$ cat config.mk
export PLATFORM = sky130hd
export DESIGN_NAME = tap_delay_line_flat
export DESIGN_NICKNAME = d
export VERILOG_FILES = /design/src/rtl/tap_delay_line_if.sv /design/src/rtl/tap_delay_line.sv /design/src/flat_wrapper.sv
export SDC_FILE = /design/constraint.sdc
export NUM_CORES = 1
export LEC_CHECK = 0
export ABC_AREA = 1
export CORE_MARGIN = 3
export CORE_UTILIZATION = 35
export CTS_CLUSTER_DIAMETER = 30
export DETAILED_ROUTE_END_ITERATION = 7
export DONT_BUFFER_PORTS = 1
export HOLD_SLACK_MARGIN = 0.06
export PLACE_DENSITY_LB_ADDON = 0.2
export SLEW_MARGIN = 20
export SYNTH_ARGS = -nofsm -noshare
export SYNTH_HDL_FRONTEND = slang
export SYNTH_SLANG_ARGS = --single-unit
$ cat constraint.sdc
create_clock -name clk -period 3.8 [get_ports clk]
set_clock_uncertainty 0.2 [all_clocks]
set_input_delay 0.38 -clock clk [delete_from_list [all_inputs] [get_ports clk]]
set_output_delay 0.38 -clock clk [all_outputs]
set_load 0.02 [all_outputs]
$ cat src/rtl/tap_delay_line_if.sv
`default_nettype none
// ============================================================================
// Module      : tap_delay_line_if
// Description : Data/control bundle for the tapped delay line.
// Revision    : 1.0
// ============================================================================
interface tap_delay_line_if #(
    parameter int WIDTH = 8,
    parameter int SEL_W = 2,
    parameter int CNT_W = 2
);
    logic             en;
    logic             flush;
    logic [WIDTH-1:0] d;
    logic             d_valid;
    logic [SEL_W-1:0] sel;
    logic [WIDTH-1:0] q;
    logic             q_valid;
    logic [CNT_W-1:0] fill;
    logic             full;

    modport master (
        output en, flush, d, d_valid, sel,
        input  q, q_valid, fill, full
    );

    modport slave (
        input  en, flush, d, d_valid, sel,
        output q, q_valid, fill, full
    );
endinterface
`default_nettype wire

$ cat src/rtl/tap_delay_line.sv
`default_nettype none
// ============================================================================
// Module      : tap_delay_line
// Description : DEPTH-stage delay line with per-stage valids, occupancy count
//               and a combinational run-time tap select (0 = bypass).
// Revision    : 1.0
// ============================================================================
module tap_delay_line #(
    parameter int WIDTH = 8,
    parameter int DEPTH = 3,
    parameter int SEL_W = 2,
    parameter int CNT_W = 2
) (
    input  wire logic       clk,
    input  wire logic       reset,
    tap_delay_line_if.slave bus
);

    logic [WIDTH-1:0] r_stage [1:DEPTH];
    logic [DEPTH:1]   r_vld;
    logic [CNT_W-1:0] r_fill;
    logic [CNT_W-1:0] w_fill_next;
    logic [WIDTH-1:0] w_q;
    logic             w_qv;

    // Entry and exit of a valid word on the same edge cancel out.
    assign w_fill_next = r_fill + CNT_W'(bus.d_valid) - CNT_W'(r_vld[DEPTH]);

    always_ff @(posedge clk or negedge reset) begin
        if (!reset) begin
            for (int k = 1; k <= DEPTH; k++) r_stage[k] <= '0;
            r_vld  <= '0;
            r_fill <= '0;
        end else if (bus.flush) begin
            for (int k = 1; k <= DEPTH; k++) r_stage[k] <= '0;
            r_vld  <= '0;
            r_fill <= '0;
        end else if (bus.en) begin
            r_stage[1] <= bus.d;
            r_vld[1]   <= bus.d_valid;
            for (int k = 2; k <= DEPTH; k++) begin
                r_stage[k] <= r_stage[k-1];
                r_vld[k]   <= r_vld[k-1];
            end
            r_fill <= w_fill_next;
        end
    end

    always_comb begin
        w_q  = '0;
        w_qv = 1'b0;
        if (bus.sel == '0) begin
            w_q  = bus.d;
            w_qv = bus.d_valid;
        end else begin
            for (int k = 1; k <= DEPTH; k++) begin
                if (int'(bus.sel) == k) begin
                    w_q  = r_stage[k];
                    w_qv = r_vld[k];
                end
            end
        end
    end

    assign bus.q       = w_q;
    assign bus.q_valid = w_qv;
    assign bus.fill    = r_fill;
    assign bus.full    = (r_fill == CNT_W'(DEPTH));

endmodule
`default_nettype wire

$ cat src/flat_wrapper.sv
// flat-port wrapper written by rule: the top's interface ports become plain ports
module tap_delay_line_flat 
#(
    parameter int WIDTH = 8,
    parameter int DEPTH = 3,
    parameter int SEL_W = 2,
    parameter int CNT_W = 2
)
  (clk, reset, bus_en, bus_flush, bus_d, bus_d_valid, bus_sel, bus_q, bus_q_valid, bus_fill, bus_full);
  tap_delay_line_if #(.WIDTH(WIDTH), .SEL_W(SEL_W), .CNT_W(CNT_W)) bus_i ();
  input  wire logic clk;
  input  wire logic reset;
  input wire logic [$bits(bus_i.en)-1:0] bus_en;
  input wire logic [$bits(bus_i.flush)-1:0] bus_flush;
  input wire logic [$bits(bus_i.d)-1:0] bus_d;
  input wire logic [$bits(bus_i.d_valid)-1:0] bus_d_valid;
  input wire logic [$bits(bus_i.sel)-1:0] bus_sel;
  output wire logic [$bits(bus_i.q)-1:0] bus_q;
  output wire logic [$bits(bus_i.q_valid)-1:0] bus_q_valid;
  output wire logic [$bits(bus_i.fill)-1:0] bus_fill;
  output wire logic [$bits(bus_i.full)-1:0] bus_full;
  assign bus_i.en = bus_en;
  assign bus_i.flush = bus_flush;
  assign bus_i.d = bus_d;
  assign bus_i.d_valid = bus_d_valid;
  assign bus_i.sel = bus_sel;
  assign bus_q = bus_i.q;
  assign bus_q_valid = bus_i.q_valid;
  assign bus_fill = bus_i.fill;
  assign bus_full = bus_i.full;
  tap_delay_line #(.WIDTH(WIDTH), .DEPTH(DEPTH), .SEL_W(SEL_W), .CNT_W(CNT_W)) u_core (.clk(clk), .reset(reset), .bus(bus_i));
endmodule
==> flow_summary_export.csv <==
group,metric,value,unit
timing,max-slew-margin-rel,65.4,%
grt,grt_first_pass_wirelength,5.89,mm
worst_setup_path,crit_slowest_cell,"clkinv_1",
placement,place_area,0.00143,sq mm
worst_setup_path,critPathArrivalTime,1.14,ns
floorplan,start_util,37.3,%
grt,antenna_found_initial,0,
yosys,synthAdderAreaFrac,1.78,%
yosys,synth_most_common_cell,"nand2_1",
cells_and_area,n_antenna_cell,0,
detailed_routing,wire_per_inst,14.5,um
yosys,synth_nets,189,
yosys,synth_edf_count,0,
hold_path,holdPathStages,3,
floorplan,die_h,69.4,um
yosys,synthSimpleGateAreaFrac,25.4,%
clock_tree,cts_resized,0,
power,powerDensity,403,mW/mm^2
yosys,synth_top_area_cell,"dfrtp_1",
timing,fin_crit_sh,45.3,%
worst_setup_path,critPathCapture,"bus_q[0]",
detailed_routing,postRouteAntennaNets,0,
grt,grt_use_total,15.7,%
yosys,ys_top_cells_by_count,"nand2_1 (63), dfrtp_1 (29), inv_1 (25)",
grt,grt_overflow,0,
power,intPower,0.000488,W
yosys,syn_area_per_cell,8.18,sq um
timing,layout_min_cycle_time,1.72,ns
yosys,yosys-mux-area-fraction,0,%
worst_setup_path,r2r_end,"u_core.bus.fill[1]",
worst_setup_path,critical_path_class,"input pin to primary output",
cells_and_area,area_growth,16.2,%
detailed_routing,vias,1195,
worst_setup_path,crit_path_max_fanout,9,
timing,max_freq,581,MHz
power,clkPwrFrac,38.6,%
yosys,ys_ff_latch,29,
status,status,"finished clean",
grt,grt_max_degree,30,
floorplan,num_rows,22,
yosys,synth_top_family_by_area,"simple AND/OR/NAND/NOR gates",
worst_setup_path,startpoint,"bus_sel[0]",
worst_setup_path,cpPeakStageDelay,0.29,ns
detailed_routing,drtPass1Iterations,4,
hold_path,hp-class,"input pin to register",
clock_tree,cts.sinks,29,
worst_setup_path,start_kind,"input pin",
timing,fin_setup_tns,0,ns
yosys,yosys-top-cells-area,"dfrtp_1 (52%), nand2_1 (17%), inv_1 (6.7%), o21ai_0 (6.4%), nand4_1 (4.0%)",
worst_setup_path,rrSetupSlack,2.17,ns
yosys,ys_async_sr_fraction,100,%
clock_tree,cts_max_level,2,
yosys,ys_types,17,
power,design_power_total,0.000658,W
yosys,synth_ff_type,"dfrtp_1",
clock_tree,clock_latency,0.28,ns
cells_and_area,final_area,0.00163,sq mm
power,switchingPower,0.000170,W
cells_and_area,drive_above_1_share,8.06,%
worst_setup_path,crit_chain,"nand2_1 -> clkinv_1 -> nand2_1 -> nand4_1",
clock_tree,cts_buffers,5,
power,netSwitchingFraction,25.9,%
clock_tree,cts_root_buf,"clkbuf_8",
timing,slew_violations,0,
detailed_routing,drcViolationCount,0,
floorplan,coreArea,0.00377,sq mm
floorplan,die_w,69.4,um
detailed_routing,viasPerCell,5.11,
timing,finalSetupViolCount,0,
detailed_routing,drtIter0Drc,76,
yosys,synth-compound-area-share,10.8,%
power,p_leak,0.742,nW
detailed_routing,drt_wl_total,3.40,mm
clock_tree,cts_tree,"built",
floorplan,ios,27,
power,p_comb_share,11.3,%
placement,globalplace.congestion,0.796,
clock_tree,cts.reportedPaths.clkPinSlew,0.05,ns
yosys,syn-cell-area,0.00141,sq mm
cells_and_area,fillCellCount,363,
timing,tightest_slew,0.519,ns
cells_and_area,utilization,43.3,%
yosys,synth_cells,172,
clock_tree,cts_setup_buffers,0,
worst_setup_path,end_kind,"primary output",
clock_tree,max-clock-path-buffers,2,
flow_run,maxCapViolations,0,
yosys,yosysSeqAreaShare,51.6,%
worst_setup_path,reg2reg_depth,7,
yosys,yosysWarnings,0,
timing,rsz0062_at_grt,"false",
yosys,synth_top_area_share,51.6,%
power,ir_drop,0.177,mV
power,seqPwrFrac,50.1,%
worst_setup_path,crit_top_cell,"nand2_1",
timing,hold_viol,0,
cells_and_area,nNetsFinal,203,
placement,hpwl,2.18,mm
floorplan,die_area,0.00481,sq mm
worst_setup_path,required,3.22,ns
yosys,synth_xor_area_share,0,%
grt,grt_pass1_vias,1278,
placement,numPortBuffers,0,
worst_setup_path,regToRegStartpoint,"u_core.bus.fill[0]",
power groups by stage:
stage	Combinational [W]	Clock (W)	Sequential (W)
after global routing	0.0000842	0.000276	0.000331
after CTS	0.0000763	0.000261	0.000330
after global placement	0.0000572	0	0.000335
final	0.0000745	0.000254	0.000330
after detailed placement	0.0000589	0	0.000335
after floorplan	0.0000494	0	0.000333
metal layers:
layer / global-route usage [%] / part of all wire [%] / up-vias
met5: 0 / 0 / -
li1: - / - / 579
met2: 25.6 / 49 / 33
met4: 7.38 / 0.85 / 0
met3: 4.49 / 5.6 / 4
met1: 18.9 / 44 / 579
cell type report:
type | count | area, sq um | area share, %
well taps | 48 | 60.1 | 3.68
flip-flops and latches | 29 | 726 | 44.4
repair buffers | 11 | 120 | 7.35
inverters | 29 | 109 | 6.66
clock buffers | 7 | 86.3 | 5.28
multi-input cells | 110 | 533 | 32.6
registers in the layout (all words and copies together) (netlist names):
| register | count |
|---|---|
| u_core.bus.fill | 2 |
| u_core.r_stage | 24 |
| u_core.r_vld | 3 |
kinds of logic (layout without fill, tap and decap cells):
kind of cell,after synthesis,count (layout)
compound gates,28,28
flops,29,29
buf+inv,33,47
simple gates,80,80
fa+ha+maj,2,2
layout by cell type (no fill, tap or decap), types with 3 or more instances in the layout:
| master | n |
|---|---|
| dfrtp_1 | 29 |
| o22ai_1 | 9 |
| nand4_1 | 9 |
| inv_1 | 25 |
| inv_2 | 3 |
| nand2_1 | 63 |
| dlygate4sd3_1 | 10 |
| o21ai_0 | 18 |
| clkbuf_8 | 6 |
repair_timing:
action | in CTS | in global routing
endpoints found under the hold margin | 38 | 0
hold buffers | 11 | 0
setup endpoints to repair | 0 | 0
worst min-delay path by stage:
stage	endpoint	start
2_1_floorplan	u_core.bus.fill[0]	reset
3_3_place_gp	u_core.bus.fill[0]	reset
3_5_place_dp	u_core.bus.fill[0]	reset
4_1_cts	u_core.bus.fill[0]	bus_d_valid
5_1_grt	u_core.bus.fill[0]	bus_d_valid
6_report	u_core.bus.fill[0]	bus_d_valid
through the flow:
step,cells,worst slack (ns),hold slack (ns)
3_5_place_dp,216,2.09,-0.114
6_report,234,2.08,0.158
4_1_cts,234,2.09,0.151
2_1_floorplan,172,2.24,-0.116
5_1_grt,234,1.99,0.158
3_3_place_gp,216,2.09,-0.115
critical path: cells and delay by family:
family / cells / cell delay (ns)
simple gates: 3 / 0.47
buf+inv: 1 / 0.29
Note: power is estimated with default switching activity, not from simulation.
